**config.mk**
```make
export PLATFORM = sky130hd
export DESIGN_NAME = exe_state
export DESIGN_NICKNAME = d
export VERILOG_FILES = /design/src/rtl/exe_state.sv
export SDC_FILE = /design/constraint.sdc
export NUM_CORES = 2
export LEC_CHECK = 0
export CAP_MARGIN = 20
export CORE_ASPECT_RATIO = 0.7
export CORE_MARGIN = 10
export CORE_UTILIZATION = 38
export DETAILED_ROUTE_END_ITERATION = 8
export MAX_ROUTING_LAYER = met4
export PLACE_DENSITY_LB_ADDON = 0.2
export SLEW_MARGIN = 40
export SYNTH_ARGS = -nofsm -noshare
export SYNTH_HDL_FRONTEND = slang
export SYNTH_SLANG_ARGS = --single-unit
```
**constraint.sdc**
```tcl
create_clock -name clk -period 13.05 [get_ports clk]
set_clock_uncertainty 0.1 [all_clocks]
set_input_delay 3.2625 -clock clk [delete_from_list [all_inputs] [get_ports clk]]
set_output_delay 3.2625 -clock clk [all_outputs]
set_load 0.005 [all_outputs]
```
**src/rtl/exe_state.sv**
```systemverilog
// Execute stage: latches the ID bundles, computes ALU/multiply/divide results,
// issues the data-SRAM request and drives the MEM result and ID forwarding buses.
module exe_state #(
  parameter int DIV_ITER = 32
) (
  input  logic        clk,
  input  logic        rst,
  input  logic        ID_EXE_valid,
  output logic        EXE_allow_in,
  input  logic [31:0] ID_pc,
  input  logic [82:0] ID_alu,
  input  logic [33:0] ID_mem,
  input  logic [5:0]  ID_rf,
  input  logic [7:0]  ID_inst,
  input  logic        MEM_allow_in,
  output logic        EXE_MEM_valid,
  output logic [31:0] EXE_pc,
  output logic [37:0] EXE_res,
  output logic [7:0]  EXE_ld,
  output logic [38:0] EXE_rf,
  output logic        data_sram_en,
  output logic [3:0]  data_sram_we,
  output logic [31:0] data_sram_addr,
  output logic [31:0] data_sram_wdata
);

  typedef enum logic [1:0] {
    DIV_IDLE = 2'd0,
    DIV_BUSY = 2'd1,
    DIV_DONE = 2'd2
  } div_state_t;

  localparam logic [5:0] W_LAST = 6'(DIV_ITER - 1);

  logic        r_valid;
  logic [31:0] r_pc;
  logic [82:0] r_alu;
  logic [33:0] r_mem;
  logic [5:0]  r_rf;
  logic [7:0]  r_inst;

  div_state_t  r_div_state, w_div_state_nxt;
  logic [5:0]  r_cnt, w_cnt_nxt;
  logic [31:0] r_quot, w_quot_nxt;
  logic [31:0] r_rem, w_rem_nxt;
  logic [31:0] r_dvsr, w_dvsr_nxt;

  logic [18:0] w_op;
  logic [31:0] w_src1, w_src2;
  logic        w_is_div, w_div_signed, w_ready_go;
  logic [31:0] w_sum, w_diff, w_slt, w_sltu, w_sll, w_srl, w_sra;
  logic [4:0]  w_shamt;
  logic        w_ma_sign, w_mb_sign;
  logic [63:0] w_ma, w_mb, w_prod;
  logic [31:0] w_abs1, w_abs2;
  logic [32:0] w_trial;
  logic        w_q_neg, w_r_neg, w_dvsr_zero;
  logic [31:0] w_quot_fix, w_rem_fix, w_res;
  logic        w_mem_we, w_rfm;
  logic [31:0] w_sdata;
  logic [3:0]  w_mask;
  logic [31:0] w_wdata;

  assign w_op   = r_alu[82:64];
  assign w_src2 = r_alu[63:32];
  assign w_src1 = r_alu[31:0];

  assign w_is_div     = |w_op[18:15];
  assign w_div_signed = w_op[15] | w_op[17];
  assign w_ready_go   = ~w_is_div | (r_div_state == DIV_DONE);

  assign EXE_allow_in  = ~r_valid | (w_ready_go & MEM_allow_in);
  assign EXE_MEM_valid = r_valid & w_ready_go;

  // Pipeline register: valid bit and the bundles handed over from ID.
  always_ff @(posedge clk or negedge rst) begin
    if (!rst) begin
      r_valid <= 1'b0;
      r_pc    <= 32'd0;
      r_alu   <= 83'd0;
      r_mem   <= 34'd0;
      r_rf    <= 6'd0;
      r_inst  <= 8'd0;
    end else begin
      if (EXE_allow_in) begin
        r_valid <= ID_EXE_valid;
      end
      if (ID_EXE_valid & EXE_allow_in) begin
        r_pc   <= ID_pc;
        r_alu  <= ID_alu;
        r_mem  <= ID_mem;
        r_rf   <= ID_rf;
        r_inst <= ID_inst;
      end
    end
  end

  assign w_sum   = w_src1 + w_src2;
  assign w_diff  = w_src1 - w_src2;
  assign w_slt   = {31'd0, ($signed(w_src1) < $signed(w_src2))};
  assign w_sltu  = {31'd0, (w_src1 < w_src2)};
  assign w_shamt = w_src2[4:0];
  assign w_sll   = w_src1 << w_shamt;
  assign w_srl   = w_src1 >> w_shamt;
  assign w_sra   = $signed(w_src1) >>> w_shamt;

  // 33-bit signed operands (zero-extended for mulh.wu), carried in 64 bits.
  assign w_ma_sign = w_op[14] ? 1'b0 : w_src1[31];
  assign w_mb_sign = w_op[14] ? 1'b0 : w_src2[31];
  assign w_ma      = {{32{w_ma_sign}}, w_src1};
  assign w_mb      = {{32{w_mb_sign}}, w_src2};
  assign w_prod    = w_ma * w_mb;

  assign w_abs1      = (w_div_signed & w_src1[31]) ? (32'd0 - w_src1) : w_src1;
  assign w_abs2      = (w_div_signed & w_src2[31]) ? (32'd0 - w_src2) : w_src2;
  assign w_trial     = {r_rem, r_quot[31]} - {1'b0, r_dvsr};
  assign w_dvsr_zero = (w_src2 == 32'd0);
  assign w_q_neg     = w_div_signed & (w_src1[31] ^ w_src2[31]);
  assign w_r_neg     = w_div_signed & w_src1[31];
  assign w_quot_fix  = w_dvsr_zero ? 32'hFFFF_FFFF : (w_q_neg ? (32'd0 - r_quot) : r_quot);
  assign w_rem_fix   = w_r_neg ? (32'd0 - r_rem) : r_rem;

  // Divider next state: load magnitudes, 32 restoring steps, hold until MEM takes it.
  always_comb begin
    w_div_state_nxt = r_div_state;
    w_cnt_nxt       = r_cnt;
    w_quot_nxt      = r_quot;
    w_rem_nxt       = r_rem;
    w_dvsr_nxt      = r_dvsr;
    case (r_div_state)
      DIV_IDLE: begin
        if (r_valid & w_is_div) begin
          w_div_state_nxt = DIV_BUSY;
          w_quot_nxt      = w_abs1;
          w_dvsr_nxt      = w_abs2;
          w_rem_nxt       = 32'd0;
          w_cnt_nxt       = 6'd0;
        end else begin
          w_div_state_nxt = DIV_IDLE;
        end
      end
      DIV_BUSY: begin
        if (!w_trial[32]) begin
          w_rem_nxt  = w_trial[31:0];
          w_quot_nxt = {r_quot[30:0], 1'b1};
        end else begin
          w_rem_nxt  = {r_rem[30:0], r_quot[31]};
          w_quot_nxt = {r_quot[30:0], 1'b0};
        end
        w_cnt_nxt = r_cnt + 6'd1;
        if (r_cnt == W_LAST) begin
          w_div_state_nxt = DIV_DONE;
        end else begin
          w_div_state_nxt = DIV_BUSY;
        end
      end
      DIV_DONE: begin
        if (EXE_MEM_valid & MEM_allow_in) begin
          w_div_state_nxt = DIV_IDLE;
        end else begin
          w_div_state_nxt = DIV_DONE;
        end
      end
      default: begin
        w_div_state_nxt = DIV_IDLE;
      end
    endcase
  end

  // Divider state register.
  always_ff @(posedge clk or negedge rst) begin
    if (!rst) begin
      r_div_state <= DIV_IDLE;
      r_cnt       <= 6'd0;
      r_quot      <= 32'd0;
      r_rem       <= 32'd0;
      r_dvsr      <= 32'd0;
    end else begin
      r_div_state <= w_div_state_nxt;
      r_cnt       <= w_cnt_nxt;
      r_quot      <= w_quot_nxt;
      r_rem       <= w_rem_nxt;
      r_dvsr      <= w_dvsr_nxt;
    end
  end

  assign w_res = ({32{w_op[0]}}  & w_sum)
               | ({32{w_op[1]}}  & w_diff)
               | ({32{w_op[2]}}  & w_slt)
               | ({32{w_op[3]}}  & w_sltu)
               | ({32{w_op[4]}}  & (w_src1 & w_src2))
               | ({32{w_op[5]}}  & ~(w_src1 | w_src2))
               | ({32{w_op[6]}}  & (w_src1 | w_src2))
               | ({32{w_op[7]}}  & (w_src1 ^ w_src2))
               | ({32{w_op[8]}}  & w_sll)
               | ({32{w_op[9]}}  & w_srl)
               | ({32{w_op[10]}} & w_sra)
               | ({32{w_op[11]}} & w_src2)
               | ({32{w_op[12]}} & w_prod[31:0])
               | ({32{w_op[13] | w_op[14]}} & w_prod[63:32])
               | ({32{w_op[15] | w_op[16]}} & w_quot_fix)
               | ({32{w_op[17] | w_op[18]}} & w_rem_fix);

  assign w_mem_we = r_mem[33];
  assign w_rfm    = r_mem[32];
  assign w_sdata  = r_mem[31:0];

  // Store byte-lane mask and replicated write data.
  always_comb begin
    w_mask  = 4'b0000;
    w_wdata = w_sdata;
    if (r_inst[5]) begin
      w_mask = 4'b1111;
    end else if (r_inst[7]) begin
      w_mask  = w_sum[1] ? 4'b1100 : 4'b0011;
      w_wdata = {2{w_sdata[15:0]}};
    end else if (r_inst[6]) begin
      w_mask  = 4'b0001 << w_sum[1:0];
      w_wdata = {4{w_sdata[7:0]}};
    end else begin
      w_mask = 4'b0000;
    end
  end

  assign data_sram_en    = r_valid & (w_mem_we | w_rfm) & MEM_allow_in;
  assign data_sram_we    = (data_sram_en & w_mem_we) ? w_mask : 4'b0000;
  assign data_sram_addr  = w_sum;
  assign data_sram_wdata = w_wdata;

  assign EXE_pc  = r_pc;
  assign EXE_res = {r_rf, w_res};
  assign EXE_ld  = {w_rfm, r_inst[4:0], w_sum[1:0]};
  assign EXE_rf  = {w_rfm & r_valid, r_rf[5] & r_valid, r_rf[4:0], w_res};

endmodule

```
==> results.txt <==
Post-Syn Area: 61450 um^2
Final Critical Period: 12.94 ns
Post-route ant nets: 0
Synth area leaders: fa_1, dfrtp_1, inv_1
Design Area, Final: 71410 um^2
Failing checks: design-rule violations
Pre-antenna DRT Iters: 8
Antenna violations before repair: 21
Inserted Clock Buffers: 36
Startpoint Class: flop
Layout area overhead: 16.21%
Clock Latency Late Sink: 0.66 ns
Cts hold-fix bufs: 0
Clock Tree Root: clkbuf_16
Hold Fails Final Rpt: 0
Max-cap violation count: 0
Largest family of logic cells by synthesized area: adder cells
Routability Congestion: 1.065
Hold WC Path Type: flop to flop
Worst Path Max Fanout: 23
Worst-Margin Slew: 0.9924 ns
Final setup vio count: 0
Core Area: 160700 um^2
Clock-pin slew on the worst setup and hold paths: 0.07 ns
Vias in the first global route: 55708
Placed Area: 69120 um^2
Maximum number of pins on one net before global-route repair: 139
F_max: 77.29 MHz
Yosys top cell area share: 36.75%
Seq cells post-synth: 268
Tot GR Track Use: 33.66%
Compound-Gate Fraction of Synth Area: 11.85%
Layout Nets: 9124
FFs w/ async S/R, synth: 100.0%
Hold WS: 0.3815 ns
Synth Area in Adders: 43.79%
Drt via density: 5.812
Slowest-stage cell, CP: fa_2
Clk sinks: 268
Row Count: 123
Syn. warnings: 0
Chip Height: 356.5 um
EDFF count, synth: 0
Synth Area in XOR/XNOR: 3.606%
Gr ovfl total: 0
Syn_area_per_cell: 8.606 um^2
Die width: 500.7 um
Distinct cell type count after synthesis: 88
Simple-gate share of the synthesized area: 13.17%
Synth Flop Type: dfrtp_1
Post-synth top area cell: fa_1
Drc violations: 2
Final worst-path cycle share: 99.14%
Detailed Route WL: 296.8 mm
Final slew viol count: 0
Status: finished with violations
Layout Utilization: 44.45%
Worst rel slew slack: 33.00%
Routed length per placed instance: 30.76 um
Layout cells sized above 1: 11.46%
Port bufs: 354
Initial DRC count: 7267
Critical path required time: 9.69 ns
Commonest non-fill, non-tap cell in the layout: inv_1
Mapped Nets: 8782
Top-level I/O count: 355
Most frequent cells in the layout: inv_1, fa_1, nand2_1
Register area share after synthesis: 10.91%
Crit end category: output port
DR vias: 56066
DP Wirelength: 242.5 mm
Worst EP arrival: 9.58 ns
Cells after Synth: 7141
Starting density of the core: 38.25%
Max incr delay on CP: 0.60 ns
CTS tree: done
Most common cell on crit path: fa_1
Die area: 178500 um^2
H-tree depth: 2
First-pass GRT wire length: 423.6 mm
Multiplexer area fraction after synthesis: 5.157%
Buffer levels on the longest clock path: 3
Crit Path Class: flop to output port
## routing by layer
| layer | wire, um | track usage, % |
|---|---|---|
| met1 | 130200 | 48.30 |
| met2 | 119300 | 45.81 |
| met3 | 36200 | 9.542 |
| met4 | 11090 | 9.684 |
| met5 | 0 | - |
## cells by family (layout without fill, tap and decap cells)
| logic type | after synthesis | after routing |
|---|---|---|
| adder cells (fa/ha/maj) | 1474 | 1474 |
| flip-flops | 268 | 268 |
| AO/OA/AOI/OAI | 1134 | 1134 |
| AND/OR/NAND/NOR | 1946 | 1946 |
| other | 0 | 12 |
| buffers and inverters | 1824 | 2193 |
| multiplexers | 242 | 242 |
| XOR/XNOR | 253 | 253 |
## final timing paths
kind                               end  slack (ns)  depth (start not counted)        from
min in group asynchronous    r_alu[73]        2.40                          1         rst
min reg2reg                 r_dvsr[27]        0.38                          2  r_dvsr[27]
max reg2reg                  r_rem[28]        7.31                         16  r_quot[31]
max                        EXE_res[29]        0.11                         30   r_alu[78]
max in group asynchronous    r_alu[34]        8.91                          3         rst
min                         r_dvsr[27]        0.38                          2  r_dvsr[27]
## cell type report
class,instances,area [um^2]
fill,15890,89260
multi-input combinational,5049,48180
timing repair buffer,817,7498
sequential,268,6739
inverter,1311,5010
tap,2125,2659
clock buffer,47,992.2
clock inverter,18,310.3
antenna,12,30.03
## state kept, by name, indices dropped and copies added, names as in the netlist, 6 cells and up
signal  cells
r_alu      83
r_mem      34
EXE_pc     32
r_dvsr     32
r_quot     32
r_rem      32
r_inst      8
r_cnt       6
r_rf        6
## through the flow
step                      cells  TNS [ns]  setup WS (ns)
after global routing       9643  -0.06433       -0.02447
final                      9647         0         0.1123
after CTS                  9600   -0.1011       -0.03114
after global placement     9527         0         0.3162
after floorplan            7141         0        0.04792
after detailed placement   9528         0         0.1505
## cell usage after synthesis (69+ instances only)
cell type,instances
fa_1,1128
xnor2_1,195
dfrtp_1,268
nand3_1,77
mux2_2,117
buf_1,102
a21oi_1,254
nand2_1,990
clkbuf_1,340
o21ai_0,332
inv_1,1282
nor3_1,69
nor2_1,605
ha_1,346
mux2i_1,77
## critical path: cells and delay by family (launching register included)
family / cells / cell delay [ns]
fa+ha+maj: 9 / 4.09
buf+inv: 9 / 1.57
flops: 1 / 0.46
simple gates: 4 / 0.65
mux: 1 / 0.20
compound gates: 7 / 1.84
## repair_timing
item | CTS | global route
setup endpoints to repair | 40 | 54
setup buffers | 7 | 33
pin swaps | 2 | 25
gates resized for setup | 44 | 116
Power is not shown: default switching activity piles up to over one toggle a cycle in this logic, so the estimate is an artifact.
